==> src/rtl/shift_feeder_pkg.sv <==
// Shared types and constants for the shift_feeder serialiser.
// The PARITY state only becomes reachable when SHIFT_FEEDER_PARITY_EN is defined.
package shift_feeder_pkg;

  localparam int DEFAULT_NBITS = 8;

  typedef enum logic [1:0] {
    IDLE   = 2'd0,
    SHIFT  = 2'd1,
    PARITY = 2'd2
  } state_e;

endpackage

==> src/rtl/shift_feeder_bitcnt.sv <==
// Bit counter for one serialised word.
// It saturates at NBITS so it never wraps inside a word, and flags the final data bit.
module shift_feeder_bitcnt #(
  parameter int NBITS = 8,
  parameter int CW    = $clog2(NBITS + 1)
) (
  input  logic clk_i,
  input  logic rst_ni,
  input  logic clr_i,
  input  logic inc_i,
  output logic last_o
);

  logic [CW-1:0] cnt_q;
  logic [CW-1:0] cnt_d;

  always_comb begin
    cnt_d = cnt_q;
    if (clr_i) begin
      cnt_d = '0;
    end else if (inc_i && (cnt_q != CW'(NBITS))) begin
      cnt_d = cnt_q + CW'(1);
    end
  end

  always_ff @(posedge clk_i or negedge rst_ni) begin
    if (!rst_ni) begin
      cnt_q <= '0;
    end else begin
      cnt_q <= cnt_d;
    end
  end

  // Terminal count: the bit being emitted at this edge is the last data bit.
  assign last_o = (cnt_q == CW'(NBITS - 1));

endmodule

==> src/rtl/shift_feeder.sv <==
// Parallel-to-serial feeder for a downstream shift register, one bit per CE strobe.
// Define SHIFT_FEEDER_PARITY_EN to append an even-parity bit after each word.
module shift_feeder
  import shift_feeder_pkg::*;
#(
  parameter int NBITS     = DEFAULT_NBITS,
  parameter bit MSB_FIRST = 1'b1
) (
  input  logic             C,
  input  logic             CLR_N,
  input  logic [NBITS-1:0] D,
  input  logic             VALID,
  output logic             READY,
  input  logic             CE,
  output logic             SO,
  output logic             SO_VALID,
  output logic             BUSY,
  output logic             DONE
);

  localparam int CW = $clog2(NBITS + 1);

  state_e           state_q;
  logic [NBITS-1:0] sreg_q;
  logic [NBITS-1:0] sreg_d;
  logic             so_q;
  logic             so_valid_q;
  logic             done_q;
  logic             end_bit;
  logic             handshake;
  logic             bit_ev;
  logic             cnt_last;
`ifdef SHIFT_FEEDER_PARITY_EN
  logic             parity_q;
`endif

  assign READY     = (state_q == IDLE);
  assign BUSY      = ~READY;
  assign handshake = VALID & READY;
  assign bit_ev    = (state_q == SHIFT) & CE;

  // The emitted end bit is consumed and the register moves one place toward it.
  assign end_bit = MSB_FIRST ? sreg_q[NBITS-1] : sreg_q[0];
  assign sreg_d  = MSB_FIRST ? {sreg_q[NBITS-2:0], 1'b0} : {1'b0, sreg_q[NBITS-1:1]};

  shift_feeder_bitcnt #(
    .NBITS(NBITS),
    .CW   (CW)
  ) u_bitcnt (
    .clk_i (C),
    .rst_ni(CLR_N),
    .clr_i (handshake),
    .inc_i (bit_ev),
    .last_o(cnt_last)
  );

  always_ff @(posedge C or negedge CLR_N) begin
    if (!CLR_N) begin
      state_q    <= IDLE;
      sreg_q     <= '0;
      so_q       <= 1'b0;
      so_valid_q <= 1'b0;
      done_q     <= 1'b0;
`ifdef SHIFT_FEEDER_PARITY_EN
      parity_q   <= 1'b0;
`endif
    end else begin
      so_valid_q <= 1'b0;
      done_q     <= 1'b0;
      case (state_q)
        IDLE: begin
          if (VALID) begin
            sreg_q  <= D;
            state_q <= SHIFT;
`ifdef SHIFT_FEEDER_PARITY_EN
            parity_q <= ^D;
`endif
          end
        end
        SHIFT: begin
          if (CE) begin
            so_q       <= end_bit;
            so_valid_q <= 1'b1;
            sreg_q     <= sreg_d;
            if (cnt_last) begin
`ifdef SHIFT_FEEDER_PARITY_EN
              state_q <= PARITY;
`else
              done_q  <= 1'b1;
              state_q <= IDLE;
`endif
            end
          end
        end
`ifdef SHIFT_FEEDER_PARITY_EN
        PARITY: begin
          if (CE) begin
            so_q       <= parity_q;
            so_valid_q <= 1'b1;
            done_q     <= 1'b1;
            state_q    <= IDLE;
          end
        end
`endif
        default: begin
          state_q <= IDLE;
        end
      endcase
    end
  end

  assign SO       = so_q;
  assign SO_VALID = so_valid_q;
  assign DONE     = done_q;

endmodule

==> config.mk <==
export PLATFORM = sky130hd
export DESIGN_NAME = shift_feeder
export DESIGN_NICKNAME = d
export VERILOG_FILES = /design/src/rtl/shift_feeder_pkg.sv /design/src/rtl/shift_feeder_bitcnt.sv /design/src/rtl/shift_feeder.sv
export SDC_FILE = /design/constraint.sdc
export NUM_CORES = 1
export LEC_CHECK = 0
export BUFFER_PORTS_ARGS = -buffer_cell sky130_fd_sc_hd__buf_2
export CORE_MARGIN = 8
export CORE_UTILIZATION = 59
export CTS_BUF_LIST = sky130_fd_sc_hd__clkbuf_2 sky130_fd_sc_hd__clkbuf_4 sky130_fd_sc_hd__clkbuf_8
export DETAILED_ROUTE_END_ITERATION = 12
export PLACE_DENSITY = 0.85
export SYNTH_ARGS = -nofsm -noshare
export SYNTH_HDL_FRONTEND = slang
export SYNTH_SLANG_ARGS = --single-unit
==> constraint.sdc <==
create_clock -name C -period 4.6 [get_ports C]
set_clock_uncertainty 0.2 [all_clocks]
set_input_delay 0.23 -clock C [delete_from_list [all_inputs] [get_ports C]]
set_output_delay 0.23 -clock C [all_outputs]
set_load 0.005 [all_outputs]
Word-level counts from Yosys, hierarchy flattened
Index checks and enable logic that the tools add are counted.
{ "op_classes": {"addsub": 1, "mul": 0, "n_div": 0, "order_cmp": 0, "eq_ne": 6, "shifts": 0, "muxes": 14, "bitwise_logic": 3, "reduce_logical": 7} }
{ "op_table": {"columns": ["cell", "count"], "rows": [
  ["$mux 8", 2],
  ["$pmux 8 s2", 1],
  ["$mux 4", 2],
  ["$mux 2", 3],
  ["$ne 2x2->1 const B", 3],
  ["$reduce_and 3->1", 2],
  ["$mux 1", 5],
  ["$add 4x1->4 const B", 1],
  ["$eq 4x3->1 const B", 1],
  ["$ne 4x4->1 const B", 1],
  ["$pmux 2 s2", 1],
  ["$reduce_bool 2->1", 2],
  ["$and 1x1->1", 2],
  ["$eq 2x1->1 const B", 1],
  ["$logic_not 2->1", 1],
  ["$reduce_and 2->1", 1],
  ["$logic_and 1x1->1", 1],
  ["$not 1->1", 1]
]} }
{ "word_totals": {"register_bits": 17, "latch_bits": 0, "ramBits": 0, "mem_bits_ro": 0, "input_bits": 12, "wordCells": 37, "memories": 0} }

Logic depth before layout (Yosys ltp)
{ "depth": {"word_depth": 5, "mapped_depth": 5, "mapped_depth_nobuf": 5} }

Hierarchy
A second synthesis with hierarchy kept.
{ "unflattened": {"hier_cells": 72, "area_unflattened_um2": 837.1} }
{ "modules_own_cells": {"columns": ["module", "n_inst", "cells_each", "area_each_um2"], "rows": [
  ["shift_feeder", 1, 47, 600.6],
  ["shift_feeder_bitcnt", 1, 25, 236.5]
]} }

Worst setup path before layout
OpenSTA, ideal clock, no wires.
{ "synth_path": {"path_kind": "register -> register", "start": "reg u_bitcnt.cnt_q[0]", "end": "reg u_bitcnt.cnt_q[1]", "arrival_time_ps": 1168, "required_ps": 4272, "setup_slack_ps": 3104, "stages_incl_launch_ff": 5, "cell_sequence": "dfrtp_1 > inv_1 > ha_1 > a31oi_4 > mux2_1"} }
{ "synth_between": {"elab_chain_cells": 3} }
{ "synth_rtl": {"columns": ["item", "line_no", "text"], "rows": [
  ["from (decl)", "shift_feeder_bitcnt.sv:14", "logic [CW-1:0] cnt_q;"],
  ["from (signal assigned)", "shift_feeder_bitcnt.sv:30", "cnt_q <= cnt_d;"],
  ["$add 4x1->4 or $ne 4x4->1 (tied branches)", "shift_feeder_bitcnt.sv:22, shift_feeder_bitcnt.sv:21", null],
  ["$mux 4 or $logic_and 1x1->1 (tied branches)", "shift_feeder_bitcnt.sv:21", "end else if (inc_i && (cnt_q != CW'(NBITS))) begin"],
  ["$mux 4 or $reduce_bool 2->1 (tied branches)", null, null]
]} }
Parallel ways exist; a longest one is shown, timed or not. The select of a mux whose other input is x is not followed.
A chain may end at the register's enable or synchronous reset.

Worst setup path after layout
{ "layout_path": {"start": "reg state_q[0]", "end": "out READY"} }
{ "layout_between": {"elab_chain_cells": 1} }
{ "layout_rtl": {"columns": ["item", "line_no", "text"], "rows": [
  ["from (decl)", "shift_feeder.sv:23", "state_e state_q;"],
  ["from (signal assigned)", "shift_feeder.sv:59", "state_q <= IDLE;"],
  ["from (signal assigned)", "shift_feeder.sv:74", "state_q <= SHIFT;"],
  ["from (signal assigned)", "shift_feeder.sv:90", "state_q <= IDLE;"],
  ["$logic_not 2->1", "shift_feeder.sv:37", "assign READY = (state_q == IDLE);"],
  ["to (decl)", "shift_feeder.sv:13", "output logic READY,"]
]} }
Every way passes these cells.

==> results.sh <==
export IMPL_globalplace_congestion=0.774
export IMPL_critPathLaunchType="register"
export IMPL_dp_slack_ns=2.85
export IMPL_maxSlewHeadroom=0.528
export IMPL_worstPathArrival_ns=1.36
export IMPL_swShare=0.360
export IMPL_drive_gt1_frac=0.240
export IMPL_clock_latency_ns=0.27
export IMPL_hpwl_microns=1160
export IMPL_area_delta_synth_final_pct=13.5
export IMPL_start_util=0.641
export IMPL_syn_inst=78
export IMPL_finalSetupTns_ns=0
export IMPL_maxCapViolations=0
export IMPL_p_leak_nw=0.485
export IMPL_min_period_over_period=0.390
export IMPL_fin_crit_ns=1.79
export IMPL_postRouteAntennaNets=0
export IMPL_fin_nets=112
export IMPL_hp_class="in2reg"
export IMPL_wl_per_cell_microns=14.1
export IMPL_final_cell_mix="16 x dfrtp_1, 16 x buf_2, 9 x mux2i_1"
export IMPL_cts_hold_buffers=2
export IMPL_worstPathMaxFanout=20
export IMPL_htree_levels=1
export IMPL_grt_use_met3=0.0331
export IMPL_num_rows=13
export IMPL_tightest_slew_ns=0.707
export IMPL_avgSynthCellArea_sq_um=10.8
export IMPL_drtIter0Drc=15
export IMPL_slew_violations=0
export IMPL_pin_count=17
export IMPL_use_met1=0.138
export IMPL_fp_dieH_microns=53.8
export IMPL_cpMaxStageDelayCell="dfrtp_1"
export IMPL_crit_chain="inv_1 > buf_2"
export IMPL_io_buffers=16
export IMPL_power_uw=497
export IMPL_clkPwrFrac=0.136
export IMPL_core_area_sq_um=1320
export IMPL_rsz0062_at_grt="no"
export IMPL_cts_root_buf="clkbuf_4"
export IMPL_power_switching_uw=179
export IMPL_path_class="reg2out"
export IMPL_ys_seq_elements=16
export IMPL_die_area_sq_um=2900
export IMPL_numCtsBuffers=3
export IMPL_critPathCaptureType="output pin"
export IMPL_cts_path_max_buffers=2
export IMPL_p_seq_frac=0.522
export IMPL_combPwrFrac=0.342
export IMPL_grt_pass1_wl_microns=2530
export IMPL_top_usage_layer="met2"
export IMPL_hold_viol_final=0
export IMPL_critPathRequiredTime_ns=4.17
export IMPL_antenna_found_initial=0
export IMPL_gr_total_overflow=0
export IMPL_intPower_uw=318
export IMPL_ys_seq_area_frac=0.474
export IMPL_antenna_cells=0
export IMPL_power_density_nw_per_um2=519
export IMPL_setup_violations=0
export IMPL_netlist_area_sq_um=845
export IMPL_dr_total_vias=619
export IMPL_cts_tree="built"
export IMPL_drt_wl_total_microns=1570
export IMPL_status="complete, no violations"
export IMPL_firstDrtPassIters=4
export IMPL_yosysWarnings=0
export IMPL_ir_worst_vdd_mv=0.329
export IMPL_clkTransAtPathRegs_ns=0.08
export IMPL_post_cts_buffers=0
export IMPL_grtUsageTotal=0.112
export IMPL_ys_types=23
export IMPL_cts_resized=0
export IMPL_fmax_mhz=558
export IMPL_fillers=93
export IMPL_met2_usage=0.183
export IMPL_grt_pass1_vias=590
export IMPL_synth_nets=92
export IMPL_fin_ws_ns=2.81
export IMPL_clock_sinks=16
export IMPL_hold_ws_ns=0.0360
export IMPL_drc_errors=0
export IMPL_via_per_inst=5.58
export IMPL_slowest_delay_ns=0.81
export IMPL_grt_max_degree=21
export IMPL_dieWidth_microns=53.8
-- cell usage after synthesis --
master	count	area [sq um]
dfrtp_1	16	400
nand3_1	6	30.0
mux2_2	1	11.3
buf_2	1	5.00
nand2_1	5	18.8
mux2_1	1	11.3
a21oi_1	7	35.0
ha_1	2	25.0
clkbuf_8	1	13.8
nand4_1	1	6.26
buf_6	1	11.3
nor2b_2	1	8.76
buf_4	1	7.51
mux2i_1	9	90.1
nor2b_1	5	31.3
nand2b_1	1	6.26
nand2_8	1	20.0
nor3_1	1	5.00
nor2_1	4	15.0
a31oi_4	1	21.3
inv_1	5	18.8
and2b_1	1	7.51
a211oi_1	6	45.0
-- metal layers --
layer,vias up,wire length [microns]
met5,-,0
met4,0,13
met3,2,91
met2,12,742
met1,295,721
li1,310,-
-- power by group through the flow --
stage          clock network, mW  registers [mW]  logic, mW
4_1_cts                   0.0699           0.259      0.171
6_report                  0.0678           0.259      0.170
2_1_floorplan                  0           0.237      0.148
3_3_place_gp                   0           0.258      0.163
3_5_place_dp                   0           0.261      0.169
5_1_grt                   0.0775           0.267      0.191
-- area by class of cell --
| cell class | instances | area, sq um | share of cell area |
|---|---|---|---|
| flip-flops and latches | 16 | 400 | 0.418 |
| multi-input cells | 53 | 388 | 0.405 |
| repair buffers | 19 | 110 | 0.115 |
| clock buffers | 3 | 22.5 | 0.0235 |
| inverters | 5 | 18.8 | 0.0196 |
| well taps | 15 | 18.8 | 0.0196 |
-- registers in the layout, indices dropped and copies added, names as in the netlist --
name / cells
u_bitcnt.cnt_q: 4
SO_VALID: 1
DONE: 1
sreg_q: 8
state_q: 1
SO: 1
-- worst max-delay path: cells and delay by family (launching register included) --
kind | cells | cell delay [ns]
DFF | 1 | 0.81
buffers and inverters | 2 | 0.28
-- worst paths after layout --
path | startpoint | endpoint | slack (ns) | depth (start not counted)
max in group asynchronous | CLR_N | state_q[0] | 3.76 | 2
worst min register to register | SO | SO | 0.32 | 1
min in group asynchronous | CLR_N | u_bitcnt.cnt_q[2] | 0.18 | 2
worst min-delay path | D[4] | sreg_q[4] | 0.04 | 3
worst max-delay path | state_q[0] | READY | 2.81 | 2
worst max register to register | state_q[0] | u_bitcnt.cnt_q[1] | 2.83 | 3
-- cell families after synthesis --
kind of cell,count (synthesis),share of synthesized area
AO/OA/AOI/OAI,14,0.120
adder cells (fa/ha/maj),2,0.0296
buffers and inverters,9,0.0667
flip-flops,16,0.474
multiplexers,11,0.133
AND/OR/NAND/NOR,26,0.176
-- metrics by stage --
step	utilization	cells	cell area (sq um)
detailed placement	0.688	105	906
global placement	0.688	105	906
global route	0.727	111	958
CTS	0.720	110	948
floorplan	-	78	845
finish	0.727	111	958
No activity file was read; power rests on OpenSTA's default activity.
